## src/rtl/mem_chk_pkg.sv

```systemverilog
// Shared types and helpers for the RAM readback signature checker.
// Optional address-pattern checking is enabled by MEM_CHK_PATTERN_EN.
package mem_chk_pkg;
   localparam int SIG_W  = 32;
   localparam int ADDR_W = 32;

   localparam logic [31:0] NO_MISMATCH = 32'hFFFF_FFFF;

   typedef enum logic [1:0] {
      IDLE  = 2'd0,
      READ  = 2'd1,
      DRAIN = 2'd2
   } state_t;

   // Rotate left by one, then fold in the (already zero-extended) word.
   function automatic logic [SIG_W-1:0] sig_step(input logic [SIG_W-1:0] sig,
                                                 input logic [SIG_W-1:0] word);
      return {sig[SIG_W-2:0], sig[SIG_W-1]} ^ word;
   endfunction
endpackage

```

## src/rtl/mem_chk_accum.sv

```systemverilog
// Read-valid pipeline plus signature/word_count (and, with MEM_CHK_PATTERN_EN, mismatch) registers.
// Latency: a word issued at an edge is folded RD_LAT edges later; no backpressure, dout is consumed when valid.
module mem_chk_accum
   import mem_chk_pkg::*;
#(
   parameter int WID_MEM = 8,
   parameter int RD_LAT  = 1
) (
   input  logic               clk,
   input  logic               reset,
   input  logic               clr,
   input  logic               issue,
   input  logic [WID_MEM-1:0] dout,
   output logic               drained,
   output logic [SIG_W-1:0]   signature,
   output logic [31:0]        word_count
`ifdef MEM_CHK_PATTERN_EN
   ,
   output logic [31:0]        mismatch_count,
   output logic [31:0]        first_mismatch_addr
`endif
);
   // Every pipe stage except the output stage.
   localparam logic [RD_LAT-1:0] REST_MASK = RD_LAT'((1 << (RD_LAT - 1)) - 1);

   logic [RD_LAT-1:0] vld_pipe;
   logic              vld_out;

   assign vld_out = vld_pipe[RD_LAT-1];
   // True when at most the output stage still holds a word: the sweep ends this edge.
   assign drained = (vld_pipe & REST_MASK) == '0;

   always_ff @(posedge clk or posedge reset) begin
      if (reset) begin
         vld_pipe   <= '0;
         signature  <= '0;
         word_count <= '0;
`ifdef MEM_CHK_PATTERN_EN
         mismatch_count      <= '0;
         first_mismatch_addr <= '0;
`endif
      end else if (clr) begin
         vld_pipe   <= '0;
         signature  <= '0;
         word_count <= '0;
`ifdef MEM_CHK_PATTERN_EN
         mismatch_count      <= '0;
         first_mismatch_addr <= NO_MISMATCH;
`endif
      end else begin
         vld_pipe <= RD_LAT'({vld_pipe, issue});
         if (vld_out) begin
            signature  <= sig_step(signature, SIG_W'(dout));
            word_count <= word_count + 32'd1;
`ifdef MEM_CHK_PATTERN_EN
            // Words arrive in address order, so word_count is this word's address.
            if (dout != word_count[WID_MEM-1:0]) begin
               mismatch_count <= mismatch_count + 32'd1;
               if (mismatch_count == '0) begin
                  first_mismatch_addr <= word_count;
               end
            end
`endif
         end
      end
   end
endmodule

```

## config.mk

```make
export PLATFORM = sky130hd
export DESIGN_NAME = mem_chk_accum
export DESIGN_NICKNAME = d
export VERILOG_FILES = /design/src/rtl/mem_chk_pkg.sv /design/src/rtl/mem_chk_accum.sv
export SDC_FILE = /design/constraint.sdc
export NUM_CORES = 1
export LEC_CHECK = 0
export CORE_MARGIN = 3
export CORE_UTILIZATION = 44
export CTS_CLUSTER_SIZE = 24
export DETAILED_ROUTE_END_ITERATION = 7
export GPL_TIMING_DRIVEN = 0
export PLACE_DENSITY = 0.75
export SETUP_SLACK_MARGIN = 0.4
export SLEW_MARGIN = 20
export SYNTH_ARGS = -nofsm -noshare
export SYNTH_HDL_FRONTEND = slang
export SYNTH_SLANG_ARGS = --single-unit
```

## constraint.sdc

```tcl
create_clock -name clk -period 2.3 [get_ports clk]
set_clock_uncertainty 0.15 [all_clocks]
set_input_delay 0.345 -clock clk [delete_from_list [all_inputs] [get_ports clk]]
set_output_delay 0.345 -clock clk [all_outputs]
set_load 0.05 [all_outputs]
```

# After elaboration in Yosys (flattened, before gate mapping)
# Cells that the tools add are included.
# totals
reg_bits	65
output_inout_bits	65
# op_classes
addsub	1
mux	5
bitwise_logic	1
reduce_logical	1
# op_table
op	n
$mux 32	4
$add 32x1->32 const B	1
$xor 32x8->32	1
$reduce_bool 2->1	1
$mux 1	1

# Longest topological paths before layout
# depth
depth_word	3
ltp_mapped	6
mapped_depth_nobuf	5

# Least setup slack after synthesis
# No wires, ideal clock.
# synth_timing
path_kind	register -> register
startpoint	reg word_count[0]
endpoint	reg word_count[24]
arrival_time_ns	2.334
required_time_ns	2.025
slack_ns	-0.309
path_stages_with_launch	7
path_cell_list	dfrtp_1 > ha_1 > nand2_1 > or3_1 > clkbuf_1 > nor4_1 > mux2_2
# synth_between
elab_chain_cells	3
# synth_rtl
element	line_no	text
from (decl)	mem_chk_accum.sv:16	output logic [31:0] word_count
from (signal assigned)	mem_chk_accum.sv:54	word_count <= word_count + 32'd1;
$add 32x1->32	mem_chk_accum.sv:54	
$mux 32	mem_chk_accum.sv:52	if (vld_out) begin
$mux 32	mem_chk_accum.sv:42	end else if (clr) begin
# Every way passes these cells. The select of a mux whose other input is x is not followed.
# A chain may end at the register's enable or synchronous reset.

# Final worst setup path
# layout_timing
startpoint	reg word_count[1]
endpoint	reg word_count[23]
# The elaborated chain is that of the path after synthesis.

==> tab_implementation.tex <==
\begin{tabular}{lr}
\hline
Metric & Value \\
\hline
\multicolumn{2}{l}{\textbf{Power}} \\
\quad Cell internal power dissipation & 1770 uW \\
\quad Share of power burned in the clock network & 0.410 \\
\quad Comb pwr share & 0.096 \\
\quad Ratio of total power to cell area & 505 nW/um\^{}2 \\
\quad Proportion of power drawn by flip-flops and latches & 0.494 \\
\quad Peak VDD IR & 0.000383 V \\
\quad Net switching fraction of the power & 0.253 \\
\quad Static Leakage & 0.00223 uW \\
\quad Switching power & 600 uW \\
\multicolumn{2}{l}{\textbf{Routing}} \\
\quad DR vias & 2840 \\
\quad Average wire per cell in the routed design & 17.3 um \\
\quad Post-route DRC & 0 \\
\quad Vias per cell & 5.51 \\
\quad Routed Antenna Nets & 0 \\
\quad Final wirelength & 8930 um \\
\quad Number of optimization iterations in the first detailed-route pass & 4 \\
\quad Initial DRC count & 157 \\
\multicolumn{2}{l}{\textbf{Synth}} \\
\quad Area leader, netlist & dfrtp\_1 \\
\quad Count of flip-flops with a built-in enable after synthesis & 0 \\
\quad Mean instance size in the synthesized netlist & 10.3 sq um \\
\quad Post-Syn Area & 3090 sq um \\
\quad Yosys cell types & 35 \\
\quad Sequential area share after synthesis & 0.526 \\
\quad Synth Warn \# & 0 \\
\quad Gate count of the mapped netlist & 299 \\
\quad Asr flop ratio synth & 1.00 \\
\quad Commonest register cell after synthesis & dfrtp\_1 \\
\quad Area contributors post-synth & dfrtp\_1 53\%, mux2i\_1 8.1\%, nor2\_1 6.1\% \\
\quad Post-Synthesis Net Count & 312 \\
\quad Synthesized flop and latch total & 65 \\
\quad Proportion of netlist area held by the largest area contributor & 0.526 \\
\multicolumn{2}{l}{\textbf{Cells and area}} \\
\quad Number of nets in the layout & 430 \\
\quad Layout Area Growth over Synthesis & 51.6\% \\
\quad Commonest non-fill, non-tap cells in the layout & 56 x dlygate4sd2\_1, 50 x nor2\_1, 46 x dfrtp\_1 \\
\quad Count of inserted antenna diode cells & 0 \\
\quad Multi-input gate area & 1660 sq um \\
\quad Sequential Area & 1650 sq um \\
\quad Fill cell instance count of the final layout & 522 \\
\quad Share of layout cells above drive strength 1 & 0.284 \\
\quad Most frequent standard cell in the layout excluding fill and tap cells & dlygate4sd2\_1 \\
\quad Post-Layout Inst Area & 4690 sq um \\
\multicolumn{2}{l}{\textbf{Setup path}} \\
\quad Endpoint class of the critical path & flop \\
\quad Category of the worst setup path launch point & flop \\
\quad WS Path Type & reg -> reg \\
\quad Maximum fanout encountered on the critical timing path & 5 \\
\quad CP required & 2.40 ns \\
\quad Data arrival time of the worst path & 2.25 ns \\
\multicolumn{2}{l}{\textbf{Timing}} \\
\quad Sum of negative setup slack & 0 ns \\
\quad Highest clock rate & 466 MHz \\
\quad Period utilisation layout & 0.933 \\
\quad Max Slew Vio Count & 0 \\
\quad Transition time of the tightest slew-check pin & 0.690 ns \\
\quad Tmin final & 2.15 ns \\
\quad RSZ-0062 raised after global routing & true \\
\quad Remaining max-slew budget at the tightest pin & 0.540 \\
\quad Number of endpoints with negative hold slack in the final report & 0 \\
\quad Setup violation total in the final timing report & 0 \\
\multicolumn{2}{l}{\textbf{Clock tree}} \\
\quad Worst-Skew Late Latency & 0.34 ns \\
\quad Clock transition time at the flip-flop clock pins of the worst setup and hold paths & 0.07 ns \\
\quad CTS root buf & clkbuf\_8 \\
\quad Clock buffers created by TritonCTS & 9 \\
\quad Clock Sinks & 65 \\
\quad TritonCTS clock tree & done \\
\quad H-tree levels & 3 \\
\quad Largest buffer count on any clock path & 2 \\
\multicolumn{2}{l}{\textbf{Floorplan}} \\
\quad Height of the chip & 89.9 um \\
\quad Placement Rows & 29 \\
\quad Die footprint & 8070 sq um \\
\quad CORE AREA & 6570 sq um \\
\quad Ports & 77 \\
\quad Horizontal die dimension & 89.9 um \\
\quad Initial Util & 0.471 \\
\multicolumn{2}{l}{\textbf{Run}} \\
\quad Number of max-capacitance violations reported & 0 \\
\multicolumn{2}{l}{\textbf{Min path}} \\
\quad Min-delay worst type & in -> async \\
\multicolumn{2}{l}{\textbf{Global route}} \\
\quad Wire length of the first global-routing pass & 15000 um \\
\quad Met1 Track Usage GR & 0.275 \\
\quad Remaining Overflow, GRT & 0 \\
\quad Largest net degree at the start of global routing & 31 \\
\quad GRT busiest layer & met2 \\
\quad Fraction of met2 tracks used by global routing & 0.384 \\
\quad Number of global-route vias before repair & 3039 \\
\quad Global-route usage over all layers & 0.226 \\
\quad Initial antenna violation count & 0 \\
\quad Met3 capacity usage during global routing & 0.0609 \\
\multicolumn{2}{l}{\textbf{Placement}} \\
\quad Half-perimeter wire length after placement & 5310 um \\
\quad Global placer's final weighted congestion & 0.778 \\
\quad Count of input and output buffers & 74 \\
\quad Post-detailed-placement cell area & 4130 sq um \\
\multicolumn{2}{l}{\textbf{Outcome}} \\
\quad Run status & completed \\
\hline
\end{tabular}
cells by family (layout without fill, tap and decap cells):
group / after synthesis / after routing / share of synthesized area
and+or+nand+nor: 121 / 121 / 0.203
adders and majority gates: 1 / 1 / 0.00404
buffers and inverters: 22 / 145 / 0.0291
DFF: 65 / 65 / 0.526
AOI/OAI and AO/OA: 40 / 40 / 0.0837
muxes: 30 / 30 / 0.0991
other: 1 / 1 / 0.00121
xor gates and xnor gates: 19 / 19 / 0.0538
synthesized netlist by cell type, types with 4 or more instances:
master and number:
nand2_1 11, nand3_1 6, nor2b_1 6, o21ai_0 5, o31ai_1 9, nor2_1 50, mux2i_1 25, nor4_1 7
dfrtp_1 65, buf_1 11, or3_1 7, xor2_1 6, clkbuf_1 4, a21oi_1 15, nand4_1 12, or4_1 10
mux2_2 5, xnor2_1 13, a211oi_1 8
worst max-delay path: stages, from the launching register on:
cell and delay [ns]:
dfrtp_2 0.40, buf_6 0.12, nand3_4 0.08, or4b_4 0.54, buf_6 0.15, or4_4 0.47, a21oi_2 0.14
registers in the layout, indices dropped and copies added (netlist names):
| register | flops |
|---|---|
| signature | 32 |
| vld_out | 1 |
| word_count | 32 |
metal layers:
metal	part of all wire	vias to the layer above	routed length [um]
met5	0	-	0
met1	0.42	1409	3740
met4	0.028	0	254
met2	0.50	93	4450
li1	-	1310	-
met3	0.054	28	481
through the flow:
stage | total power (uW) | hold slack (ns) | instances | utilization | setup slack, ns
after detailed placement | 1410 | 0.391 | 468 | 0.629 | 0.136
final | 2370 | 0.138 | 515 | 0.714 | 0.155
after global placement | 1400 | 0.376 | 466 | 0.623 | 0.141
after global routing | 2450 | 0.154 | 515 | 0.714 | 0.0883
after CTS | 2370 | 0.138 | 515 | 0.705 | 0.232
after floorplan | 1330 | 0.332 | 299 | - | 0.0794
power groups by stage:
stage                     registers (uW)  logic, uW  clock network, uW
after floorplan                     1240       94.8                  0
after global placement              1190        209                  0
after detailed placement            1190        221                  0
after CTS                           1170        228                974
after global routing                1170        247               1030
final                               1170        227                970
timing repair:
| action | CTS | global route |
|---|---|---|
| setup endpoints to repair | 82 | 32 |
| gates resized for setup | 92 | 33 |
| hold endpoints to repair | 0 | 0 |
| gates cloned | 1 | 0 |
| buffers inserted | 30 | 0 |
| pin swaps | 22 | 7 |
| hold buffers | 0 | 0 |
path summary, 6_finish.rpt:
check	to	slack (ns)	from	cells past startpoint
setup reg to reg	word_count[23]	0.15	word_count[1]	6
hold reg to reg	signature[20]	0.40	signature[20]	2
max in group asynchronous	word_count[6]	1.41	reset	3
hold / removal	signature[25]	0.14	reset	2
min in group clk	word_count[26]	0.35	clr	3
setup / recovery	word_count[23]	0.15	word_count[1]	6
final cells by class:
type | instances | area share
Multi-Input combinational cell | 212 | 0.353
Tap cell | 93 | 0.0248
Sequential cell | 65 | 0.352
Timing Repair Buffer | 107 | 0.201
Buffer | 19 | 0.0251
Inverter | 3 | 0.00320
Clock buffer | 13 | 0.0317
Clock inverter | 3 | 0.00907
No activity file was read; power rests on OpenSTA's default activity.
==> edit (same settings) <==
Register the output `signature` once more; this adds one clock of latency there. The other outputs are not delayed to match.
--- a/src/rtl/mem_chk_accum.sv
+++ b/src/rtl/mem_chk_accum.sv
@@ -23,6 +23,8 @@
    // Every pipe stage except the output stage.
    localparam logic [RD_LAT-1:0] REST_MASK = RD_LAT'((1 << (RD_LAT - 1)) - 1);
 
+   logic [SIG_W-1:0] signature_s0;
+
    logic [RD_LAT-1:0] vld_pipe;
    logic              vld_out;
 
@@ -33,7 +35,7 @@
    always_ff @(posedge clk or posedge reset) begin
       if (reset) begin
          vld_pipe   <= '0;
-         signature  <= '0;
+         signature_s0 <= '0;
          word_count <= '0;
 `ifdef MEM_CHK_PATTERN_EN
          mismatch_count      <= '0;
@@ -41,7 +43,7 @@
 `endif
       end else if (clr) begin
          vld_pipe   <= '0;
-         signature  <= '0;
+         signature_s0 <= '0;
          word_count <= '0;
 `ifdef MEM_CHK_PATTERN_EN
          mismatch_count      <= '0;
@@ -50,7 +52,7 @@
       end else begin
          vld_pipe <= RD_LAT'({vld_pipe, issue});
          if (vld_out) begin
-            signature  <= sig_step(signature, SIG_W'(dout));
+            signature_s0 <= sig_step(signature_s0, SIG_W'(dout));
             word_count <= word_count + 32'd1;
 `ifdef MEM_CHK_PATTERN_EN
             // Words arrive in address order, so word_count is this word's address.
@@ -64,5 +66,9 @@
          end
       end
    end
+   always_ff @(posedge clk) begin
+      signature <= signature_s0;
+   end
+
 endmodule
 
Function: changed (a bounded check fails within 4 cycles, from zero or initial values and one cycle with reset high).
==> edit against the unedited design <==
  * Area after synthesis rose by 21%
  * First-iteration DRC count fell by 61%
  * Global-route usage fell by 4.7 points
  * Final cell count rose by 4.9%
  * Routed wire length fell by 4.9%
  * Final area rose by 11%
  * Sequential power rose by 49%
  * Total power rose by 28%
  * Largest cell class is now registers
  * Critical path depth did not move
  * Setup slack improved by 0.099 ns
  * Sequential cell count rose by 32
==> edit: results (changes against the unedited design) <==
- Status: finished, final reports clean (unchanged)
- GR Util met3: 3.07% (was 6.09%)
- Met3 WL: 319 µm (was 481 µm)
- Post-synthesis net count: 336 (was 312)
- Met2 Routed Length: 4.24 mm (was 4.45 mm)
- Multi-input gate share of total cell area: 30.7% (was 35.3%)
- Worst Setup EP: word_count[19]$_DFFE_PP0P_ (was word_count[23]$_DFFE_PP0P_)
- Max IR drop VDD: 326 µV (was 383 µV)
- First-pass GRT wire length: 13.9 mm (was 15.0 mm)
- Number of global-route vias before repair: 2774 (was 3039)
- Met2 Use GR: 29.4% (was 38.4%)
- Arr. time, crit path: 2.17 ns (was 2.25 ns)
- Multi-input gate count: 206 (was 212)
- Crit-path slowest cell: dfrtp_2 (was or4b_4)
- Gpl congestion: 0.831 (was 0.778)
- GR Util All Layers: 18.0% (was 22.6%)
- Clk pin slew, worst setup/hold paths: 0.10 ns (was 0.07 ns)
- Reg2reg setup slack: 0.25 ns (was 0.15 ns)
- Slew headroom: 54.3% (was 54.0%)
- Sequential share of cell area: 44.2% (was 35.2%)
- Largest net degree at the start of global routing: 25 (was 31)
- Skew-Pair Late Insertion Delay: 0.36 ns (was 0.34 ns)
- Fraction of layout cells with a size suffix above 1: 29.2% (was 28.4%)
- DRT Wirelength: 8.49 mm (was 8.93 mm)
- Final net count: 446 (was 430)
edit: cell count changes after synthesis, sizes merged, moves of 4 or more:
cell / before / now
nor2: 50 / 46
o31ai: 9 / 13
buf: 15 / 10
nand4: 13 / 6
clkbuf: 4 / 8
dfxtp: 0 / 32
edit: how the worst min path moves through the flow:
| stage | endpoint | cells past startpoint | slack (ns) | from |
|---|---|---|---|---|
| after global routing | word_count[14]$_DFFE_PP0P_ | 2 | 0.27 | reset |
| after floorplan | signature[10]$_DFF_P_ | 0 | 0.22 | signature_s0[10]$_DFFE_PP0P_ |
| after global placement | signature[14]$_DFF_P_ | 0 | 0.23 | signature_s0[14]$_DFFE_PP0P_ |
| after detailed placement | signature[12]$_DFF_P_ | 0 | 0.23 | signature_s0[12]$_DFFE_PP0P_ |
| after CTS | word_count[14]$_DFFE_PP0P_ | 2 | 0.22 | reset |
| final | word_count[25]$_DFFE_PP0P_ | 2 | 0.22 | reset |
edit: per-stage QoR:
step           cells  area (µm²)  setup WS (ns)  setup TNS, ns
2_1_floorplan    323        3800         0.0849              0
3_3_place_gp     499        4670         0.0167              0
3_5_place_dp     501        4710        -0.0100        -0.0100
4_1_cts          535        5080          0.231              0
5_1_grt          540        5210          0.183              0
6_report         540        5210          0.253              0
edit: worst register-to-register path: cells and delay by family, from the launching register on:
| kind | cells | cell delay, ns |
|---|---|---|
| AND/OR/NAND/NOR | 2 | 0.83 |
| flip-flops | 1 | 0.42 |
| AO/OA/AOI/OAI | 2 | 0.29 |
| buffers and inverters | 2 | 0.26 |
edit: logic make-up after synthesis:
logic type	after synthesis
buffers and inverters	20
XOR/XNOR	19
adder cells (fa/ha/maj)	1
flip-flops	97
AO/OA/AOI/OAI	47
other	1
AND/OR/NAND/NOR	111
multiplexers	27
